**src/rtl/muldiv_unit.sv**
```systemverilog
// muldiv_unit: iterative RV32M multiply/divide unit, one radix-2 step per cycle.
//   Multiply: shift-add on operand magnitudes. Divide: restoring shift-subtract.
//   Sign fixup and the special cases (divide by zero, signed overflow) are
//   applied in the FIN state.
// Optional feature (macro MULDIV_EARLY_OUT_EN): when it is defined, divide by
//   zero, signed overflow and multiply by a zero operand skip CALC, giving a
//   latency of 2. When it is undefined, every operation takes WIDTH+1 cycles.
// Ports:
//   clk    - clock, rising edge
//   rst    - synchronous active-high reset
//   start  - request, sampled only while ready=1
//   op     - RV32M funct3 (MUL, MULH, MULHSU, MULHU, DIV, DIVU, REM, REMU)
//   SrcA   - rs1 operand (multiplicand / dividend)
//   SrcB   - rs2 operand (multiplier / divisor)
//   ready  - high when a new start is accepted
//   busy   - high while an operation is in progress
//   done   - one-cycle pulse, Result valid
//   Result - result, held until the next accepted start
module muldiv_unit #(
   parameter int unsigned WIDTH = 32
) (
   input  logic             clk,
   input  logic             rst,
   input  logic             start,
   input  logic [2:0]       op,
   input  logic [WIDTH-1:0] SrcA,
   input  logic [WIDTH-1:0] SrcB,
   output logic             ready,
   output logic             busy,
   output logic             done,
   output logic [WIDTH-1:0] Result
);

   localparam int unsigned      CNT_W    = $clog2(WIDTH + 1);
   localparam logic [WIDTH-1:0] MOST_NEG = {1'b1, {(WIDTH-1){1'b0}}};
   localparam logic [WIDTH-1:0] ALL_ONES = {WIDTH{1'b1}};
   localparam logic [WIDTH-1:0] ZERO_W   = {WIDTH{1'b0}};
   localparam logic [WIDTH:0]   ZERO_W1  = {(WIDTH+1){1'b0}};
   localparam logic [CNT_W-1:0] CNT_LOAD = CNT_W'(WIDTH);
   localparam logic [CNT_W-1:0] CNT_ONE  = CNT_W'(1);

   typedef enum logic [1:0] {IDLE, CALC, FIN} state_e;

   state_e           state_q;
   logic [CNT_W-1:0] cnt_q;
   logic [2:0]       op_q;
   logic [WIDTH-1:0] a_q;        // |SrcA|, added in each multiply step
   logic [WIDTH-1:0] b_q;        // |SrcB|, divisor
   logic [WIDTH-1:0] acc_q;      // product high half / partial remainder
   logic [WIDTH-1:0] lo_q;       // multiplier -> product low half / dividend -> quotient
   logic             neg_a_q;
   logic             neg_b_q;
   logic             spec_q;
   logic [WIDTH-1:0] spec_val_q;
`ifdef MULDIV_EARLY_OUT_EN
   logic             hold_q;     // pads the early-out path to a 2-cycle latency
`endif

   // Operand decode at acceptance: signedness, magnitudes, special cases
   logic             a_sgn, b_sgn, neg_a, neg_b, div0, ovf, mul0, spec;
   logic [WIDTH-1:0] mag_a, mag_b, spec_val;

   always_comb begin
      a_sgn = 1'b0;
      b_sgn = 1'b0;
      case (op)
         3'b000, 3'b001, 3'b100, 3'b110: begin
            a_sgn = 1'b1;
            b_sgn = 1'b1;
         end
         3'b010:  a_sgn = 1'b1;
         default: ;
      endcase
      neg_a    = a_sgn & SrcA[WIDTH-1];
      neg_b    = b_sgn & SrcB[WIDTH-1];
      mag_a    = neg_a ? -SrcA : SrcA;
      mag_b    = neg_b ? -SrcB : SrcB;
      div0     = op[2] && (SrcB == ZERO_W);
      ovf      = op[2] && !op[0] && (SrcA == MOST_NEG) && (SrcB == ALL_ONES);
      mul0     = !op[2] && ((SrcA == ZERO_W) || (SrcB == ZERO_W));
      spec     = div0 | ovf | mul0;
      spec_val = ZERO_W;
      if (div0) begin
         spec_val = op[1] ? SrcA : ALL_ONES;
      end else if (ovf) begin
         spec_val = op[1] ? ZERO_W : MOST_NEG;
      end
   end

   // One radix-2 iteration (shift-add or restoring shift-subtract)
   logic [WIDTH:0]   mul_sum, div_sh, div_diff;
   logic             div_ge;
   logic [WIDTH-1:0] acc_d, lo_d;

   always_comb begin
      mul_sum  = {1'b0, acc_q} + (lo_q[0] ? {1'b0, a_q} : ZERO_W1);
      div_sh   = {acc_q, lo_q[WIDTH-1]};
      div_diff = div_sh - {1'b0, b_q};
      div_ge   = (div_sh >= {1'b0, b_q});
      acc_d    = mul_sum[WIDTH:1];
      lo_d     = {mul_sum[0], lo_q[WIDTH-1:1]};
      if (op_q[2]) begin
         acc_d = div_ge ? div_diff[WIDTH-1:0] : div_sh[WIDTH-1:0];
         lo_d  = {lo_q[WIDTH-2:0], div_ge};
      end
   end

   // Sign fixup and result selection
   logic [2*WIDTH-1:0] prod, prod_fix;
   logic [WIDTH-1:0]   quo_fix, rem_fix, res_fix;

   always_comb begin
      prod     = {acc_q, lo_q};
      prod_fix = (neg_a_q ^ neg_b_q) ? -prod : prod;
      quo_fix  = (neg_a_q ^ neg_b_q) ? -lo_q : lo_q;
      rem_fix  = neg_a_q ? -acc_q : acc_q;
      res_fix  = rem_fix;
      case (op_q)
         3'b000:                 res_fix = prod_fix[WIDTH-1:0];
         3'b001, 3'b010, 3'b011: res_fix = prod_fix[2*WIDTH-1:WIDTH];
         3'b100, 3'b101:         res_fix = quo_fix;
         default:                res_fix = rem_fix;
      endcase
      if (spec_q) begin
         res_fix = spec_val_q;
      end
   end

   // Control FSM and registered outputs
   always_ff @(posedge clk) begin
      if (rst) begin
         state_q    <= IDLE;
         cnt_q      <= '0;
         op_q       <= '0;
         a_q        <= '0;
         b_q        <= '0;
         acc_q      <= '0;
         lo_q       <= '0;
         neg_a_q    <= 1'b0;
         neg_b_q    <= 1'b0;
         spec_q     <= 1'b0;
         spec_val_q <= '0;
`ifdef MULDIV_EARLY_OUT_EN
         hold_q     <= 1'b0;
`endif
         ready      <= 1'b1;
         busy       <= 1'b0;
         done       <= 1'b0;
         Result     <= '0;
      end else begin
         done <= 1'b0;
         case (state_q)
            IDLE: begin
               if (start) begin
                  op_q       <= op;
                  a_q        <= mag_a;
                  b_q        <= mag_b;
                  acc_q      <= '0;
                  lo_q       <= op[2] ? mag_a : mag_b;
                  neg_a_q    <= neg_a;
                  neg_b_q    <= neg_b;
                  spec_q     <= spec;
                  spec_val_q <= spec_val;
                  cnt_q      <= CNT_LOAD;
                  ready      <= 1'b0;
                  busy       <= 1'b1;
`ifdef MULDIV_EARLY_OUT_EN
                  if (spec) begin
                     state_q <= FIN;
                     hold_q  <= 1'b1;
                  end else begin
                     state_q <= CALC;
                  end
`else
                  state_q    <= CALC;
`endif
               end
            end
            CALC: begin
               acc_q <= acc_d;
               lo_q  <= lo_d;
               cnt_q <= cnt_q - CNT_ONE;
               if (cnt_q == CNT_ONE) begin
                  state_q <= FIN;
               end
            end
            FIN: begin
`ifdef MULDIV_EARLY_OUT_EN
               if (hold_q) begin
                  hold_q <= 1'b0;
               end else
`endif
               begin
                  Result  <= res_fix;
                  done    <= 1'b1;
                  ready   <= 1'b1;
                  busy    <= 1'b0;
                  state_q <= IDLE;
               end
            end
            default: state_q <= IDLE;
         endcase
      end
   end

endmodule

```
**config.mk**
```make
export PLATFORM = sky130hd
export DESIGN_NAME = muldiv_unit
export DESIGN_NICKNAME = d
export VERILOG_FILES = /design/src/rtl/muldiv_unit.sv
export SDC_FILE = /design/constraint.sdc
export NUM_CORES = 1
export LEC_CHECK = 0
export CORE_ASPECT_RATIO = 0.5
export CORE_MARGIN = 2
export CORE_UTILIZATION = 50
export CTS_CLUSTER_SIZE = 10
export DETAILED_ROUTE_END_ITERATION = 6
export MAX_ROUTING_LAYER = met4
export PLACE_DENSITY = 0.69
export SYNTH_ARGS = -nofsm -noshare
export SYNTH_HDL_FRONTEND = slang
export SYNTH_SLANG_ARGS = --single-unit
```
**constraint.sdc**
```tcl
create_clock -name clk -period 7 [get_ports clk]
set_input_delay 1.4 -clock clk [delete_from_list [all_inputs] [get_ports clk]]
set_output_delay 1.4 -clock clk [all_outputs]
set_load 0.01 [all_outputs]
```
==> flow_summary_export.csv, run 1 <==
group,metric,value,unit
worst_setup_path,r2r_end,"acc_q[8]$_SDFFE_PP0P_",
global_route,grtUsageTotal,0.3784,
route,route.antenna.remaining_nets,0,
power,power.leakage,0.007011,uW
route,avgRoutedWirePerCell,23.95,um
place,dp_hpwl,48.00,mm
yosys,synth_edf_count,0,
yosys,synth_common_cells,"234 x nor2_1, 226 x a21oi_1, 214 x nand2_1",
yosys,synth-compound-area-share,0.2791,
route,via_count,17664,
finish,drive_gt1_frac,0.04859,
worst_hold_path,hp-class,"flip-flop to flip-flop",
cts,cts-resized-gates,0,
yosys,synthCells,2272,
cts,cts_buffer_depth,3,
timing,max_freq,0.2212,GHz
route,m1WireLength,28.36,mm
worst_setup_path,arrival,4.94,ns
worst_setup_path,critical_path.startpoint_type,"flip-flop",
die,num_rows,47,
cts,tritoncts,"built",
worst_setup_path,worstSetupStartpoint,"acc_q[7]$_SDFFE_PP0P_",
global_route,grt_pass1_vias,15843,
cts,htreeDepth,1,
route,first_pass_iters,7,
worst_setup_path,critPathCapture,"acc_q[8]$_SDFFE_PP0P_",
die,die_x,262.2,um
worst_setup_path,crit_required,7.42,ns
cts,cts_hold_buf,0,
die,coreArea,32930,um^2
cts,insertion_delay,0.55,ns
cts,cts_setup_buffers,0,
global_route,grt_max_degree,158,
yosys,synth_top_family_by_area,"compound AO/OA/AOI/OAI gates",
yosys,ys_top_cells_by_area,"dfxtp_1 25%, a21oi_1 6.8%, ha_1 5.3%",
route,highest_layer,"met4",
die,initial_utilization,0.5060,
yosys,syn_avg_cell_area,7.334,um^2
finish,nNetsFinal,2407,
worst_setup_path,reg2reg_slack,2.48,ns
route,via_per_inst,6.528,
yosys,synth_top_area_frac,0.2511,
place,place_ws,2.229,ns
yosys,synth_fa_ha_area_frac,0.05572,
timing,relSlewSlack,0.2690,
finish,syn_to_final_growth,11.17,%
place,gp_congestion,1.033,
die,die_h,133.1,um
route,route.detailed.drc,5,
flow_run,maxCapViolations,0,
worst_setup_path,path_class,"flip-flop to flip-flop",
yosys,yosysMostFrequentCell,"nor2_1",
yosys,synth.yosys.seq_area_share,0.2511,
yosys,synth_mux_area_frac,0.04190,
yosys,syn-num-nets,2415,
route,wl_met3,9.201,mm
die,io_pins,105,
timing,final.min_clock_period,4.520,ns
timing,clock_skew,0.01226,ns
place,placed_cells,2679,
worst_hold_path,min_from,"spec_val_q[30]$_SDFFE_PP0P_",
timing,setup_slack,2.480,ns
worst_setup_path,reg2reg_from,"acc_q[7]$_SDFFE_PP0P_",
timing,worstMarginPinSlew,1.092,ns
cts,clockRootBuffer,"clkbuf_16",
worst_setup_path,critPathMaxFanout,32,
yosys,synth_warnings,0,
timing,slew_viol_final,0,
global_route,antenna_found_initial,2,
power,ir_drop,0.1560,mV
global_route,grt_overflow,0,
worst_setup_path,r2r.worst_path.cells,11,
finish,stdcell_count,2706,
yosys,ys_ff_latch,209,
timing,setup_viol,0,
worst_setup_path,worstSetupEndpointType,"flip-flop",
route,dr.first_iter.drc_count,2189,
route,wl_met2,25.71,mm
run_status,status,"complete, but fails checks",
power,p_per_area,201.1,nW/um^2
timing,setup_tns,0,ns
cts,cts-buffers-inserted,24,
timing,fin_crit_sh,0.6457,
die,die_area,34890,um^2
yosys,synth-simple-area-share,0.2154,
timing,hold_viol,0,
yosys,synthDistinctLibCells,81,
yosys,synth_top_area_cell,"dfxtp_1",
cts,path_clk_slew,0.06,ns
place,portBuffers,104,
yosys,synthXorXnorAreaFrac,0.09987,
yosys,netlist_area,16660,um^2
timing,rsz0062_at_grt,"no",
cts,clock-sinks,209,
run_status,violations,"design-rule violations",
yosys,synth_ff_type,"dfxtp_1",
yosys,async_flop_share,0,
global_route,grt_pass1_wl,98.31,mm
route,routed_wl,64.80,mm
## registers in the layout, summed over array words and instances, names as in the netlist
signal      cells
Result         32
a_q            32
acc_q          32
b_q            32
busy            1
cnt_q           6
done            1
lo_q           32
neg_a_q         1
neg_b_q         1
op_q            3
ready           1
spec_q          1
spec_val_q     32
state_q         2
## worst min-delay path by stage
stage / endpoint / cells after the start / slack (ns)
6_report: spec_val_q[30]$_SDFFE_PP0P_ / 2 / 0.45
5_1_grt: Result[10]$_SDFFE_PP0P_ / 2 / 0.47
4_1_cts: spec_val_q[30]$_SDFFE_PP0P_ / 2 / 0.45
3_5_place_dp: Result[24]$_SDFFE_PP0P_ / 2 / 0.44
3_3_place_gp: spec_val_q[29]$_SDFFE_PP0P_ / 2 / 0.44
2_1_floorplan: spec_val_q[26]$_SDFFE_PP0P_ / 2 / 0.43
## through the flow
step                      utilization  hold WS [ns]  area (um^2)  total power (uW)
after CTS                      0.5624        0.4514        18520              3679
after global placement         0.5433        0.4356        17890              2568
after detailed placement       0.5433        0.4438        17890              2569
final                          0.5625        0.4525        18520              3725
after global routing           0.5625        0.4680        18520              3873
after floorplan                     -        0.4268        16660              2173
## cell usage in the layout (no fill, tap or decap), drive strengths merged, types with 12 or more instances in the layout
master / netlist / final
a221oi: 13 / 13
and2: 42 / 42
a211oi: 78 / 78
clkbuf: 159 / 26
or4: 17 / 17
nor4: 21 / 21
nor2: 235 / 235
nor2b: 12 / 12
o21a: 19 / 19
o31ai: 31 / 31
nand2b: 12 / 12
ha: 71 / 71
nand4: 25 / 25
xnor2: 95 / 95
a31oi: 41 / 41
xor2: 95 / 95
nand2: 214 / 214
inv: 66 / 66
o211ai: 20 / 20
buf: 17 / 39
o21ai: 149 / 149
a21oi: 226 / 226
clkdlybuf4s50: 0 / 103
o221ai: 27 / 27
or2: 16 / 16
or3: 29 / 29
mux2i: 63 / 63
nor3: 72 / 72
a21o: 32 / 32
dfxtp: 209 / 209
nand3: 37 / 37
## metal layers
layer | GRT usage | vias to the layer above
met4 | 0.07815 | 0
met5 | - | -
met2 | 0.5102 | 1044
met3 | 0.1222 | 110
met1 | 0.5426 | 8312
li1 | - | 8198
## layout make-up
type	instances	area [um^2]
clock buffer	26	629.4
multi-input combinational	1820	11560
sequential	209	4185
timing repair buffer	142	1340
antenna	1	2.502
inverter	67	251.5
tap	441	551.8
fill	3164	14410
## critical path: stages, from the launching register on
cell and delay (ns):
dfxtp_1 0.75, ha_1 0.44, a21oi_1 0.26, o21bai_1 0.11, o311ai_0 0.68, a31o_2 0.31
a21oi_1 0.15, a21oi_4 0.50, buf_4 0.52, mux2_2 0.42, a21oi_1 0.15, o21ai_0 0.08
## cell families (layout without fill, tap and decap cells)
group / after synthesis / after routing
flops: 209 / 209
other cells: 0 / 1
buf+inv: 243 / 235
xor+xnor: 190 / 190
mux: 69 / 69
simple gates: 760 / 760
compound gates: 728 / 728
fa+ha+maj: 73 / 73
## where the power goes
group / switching (uW) / internal [uW] / total (uW)
Clock: 503 / 624 / 1130
Combinational: 801 / 446 / 1250
Sequential: 91.0 / 1260 / 1350
Total: 1390 / 2330 / 3730
(Power assumes the default switching activity.)
==> run 2: changes to the inputs <==
clock period = 4.7 ns   (was 7 ns; I/O delays follow)
==> flow_summary_export.csv, run 2 (synthesis results as in run 1) <==
group,metric,value,unit
place,dp_hpwl,48.97,mm
worst_setup_path,path_class,"flip-flop to flip-flop",
place,postPlaceCellArea,18050,um^2
finish,stdcell_count,2731,
power,ir_drop,0.2554,mV
global_route,grt_max_degree,83,
timing,slew_viol_final,0,
cts,cts-resized-gates,0,
finish,fin_area,18730,um^2
route,dr.first_iter.drc_count,2535,
finish,insertedDiodeCount,0,
place,portBuffers,104,
route,via_count,17798,
global_route,grt_overflow,0,
timing,hold_viol,0,
cts,cts_hold_buf,0,
timing,max_freq,0.2595,GHz
global_route,grt_pass1_wl,99.06,mm
place,placed_cells,2698,
worst_setup_path,worstSetupEndpointType,"flip-flop",
timing,final.min_clock_period,3.853,ns
worst_setup_path,crit_required,5.15,ns
worst_setup_path,arrival,4.30,ns
die,die_x,262.2,um
cts,cts-buffers-inserted,25,
timing,setup_viol,0,
cts,cts_setup_buffers,0,
global_route,grt.busiest_layer,"met1",
finish,final_common_cell,"nor2_1",
worst_setup_path,reg2reg_slack,0.85,ns
global_route,met2_usage,0.5173,
place,gp_congestion,1.031,
global_route,antenna_found_initial,0,
cts,htreeDepth,1,
die,num_rows,47,
die,die_h,133.1,um
cts,tritoncts,"built",
timing,clock_skew,0.01868,ns
die,io_pins,105,
route,avgRoutedWirePerCell,24.06,um
worst_setup_path,critPathMaxFanout,38,
timing,relSlewSlack,0.2180,
route,first_pass_iters,5,
route,routed_wl,65.72,mm
cts,path_clk_slew,0.06,ns
finish,final_cell_mix,"234 x nor2_1, 225 x a21oi_1, 214 x nand2_1",
route,route.antenna.remaining_nets,0,
finish,syn_to_final_growth,12.43,%
cts,clock-sinks,209,
worst_setup_path,critical_path.startpoint_type,"flip-flop",
power,p_per_area,303.1,nW/um^2
cts,cts_buffer_depth,3,
run_status,status,"completed",
global_route,gr-usage-met1,0.5667,
die,initial_utilization,0.5060,
timing,fin_crit_sh,0.8198,
die,coreArea,32930,um^2
timing,worstMarginPinSlew,1.172,ns
power,power.leakage,0.007140,uW
global_route,grt_pass1_vias,16130,
global_route,grtUsageMet3,0.08314,
timing,timing.hold.ws,0.4545,ns
timing,setup_tns,0,ns
timing,rsz0062_at_grt,"no",
worst_hold_path,hp-class,"flip-flop to flip-flop",
finish,final_util,0.5688,
cts,clockRootBuffer,"clkbuf_16",
global_route,grtUsageTotal,0.3807,
flow_run,maxCapViolations,0,
die,die_area,34890,um^2
finish,nNetsFinal,2427,
route,route.detailed.drc,0,
finish,drive_gt1_frac,0.05764,
cts,insertion_delay,0.54,ns
route,via_per_inst,6.517,
-- run 2: changes by cell type in the layout (fill, tap and decap cells not counted), sizes merged --
cell	before	now
buf	39	58
diode	1	0
clkbuf	26	33
-- run 2: critical path, stage by stage, from the launching register on --
cell      delay [ns]
dfxtp_1         0.32
buf_4           0.34
nand2_1         0.17
fa_1            0.47
nand2b_1        0.18
a21oi_1         0.25
o21ai_0         0.17
o221ai_1        0.29
nand3_1         0.28
o41ai_1         0.52
a31oi_1         0.16
o311a_1         0.39
o31ai_1         0.20
-- run 2: cell type report --
type	count	area, um^2
fillers	3224	14200
multi-input cells	1820	11560
flip-flops and latches	209	4185
repair buffers	161	1495
clock buffers	33	685.7
well taps	441	551.8
inverters	67	251.5
-- run 2: path summary, 6_finish.rpt --
| kind | start | to | cells after the start |
|---|---|---|---|
| max | lo_q[0]$_SDFFE_PP0P_ | acc_q[31]$_SDFFE_PP0P_ | 12 |
| min | Result[22]$_SDFFE_PP0P_ | Result[22]$_SDFFE_PP0P_ | 2 |
| max reg2reg | lo_q[0]$_SDFFE_PP0P_ | acc_q[31]$_SDFFE_PP0P_ | 12 |
| min reg2reg | Result[22]$_SDFFE_PP0P_ | Result[22]$_SDFFE_PP0P_ | 2 |
-- run 2: power breakdown --
part	total, uW	leakage, uW	internal (uW)	switching (uW)
combinational	1890	0.00510	680	1210
clock	1790	0.000336	999	790
sequential	2000	0.00171	1880	127
-- run 2: metrics by stage --
stage	total power [uW]	setup slack (ns)
floorplan	3236	1.375
global placement	3836	0.6950
detailed placement	3845	0.5459
CTS	5600	0.9613
global route	5880	0.6203
finish	5678	0.8467
-- run 2: routing by layer --
| layer | up-vias | share of wire |
|---|---|---|
| met4 | 0 | 0.025 |
| met1 | 8480 | 0.46 |
| met3 | 112 | 0.12 |
| li1 | 8239 | - |
| met2 | 967 | 0.40 |
| met5 | - | 0 |
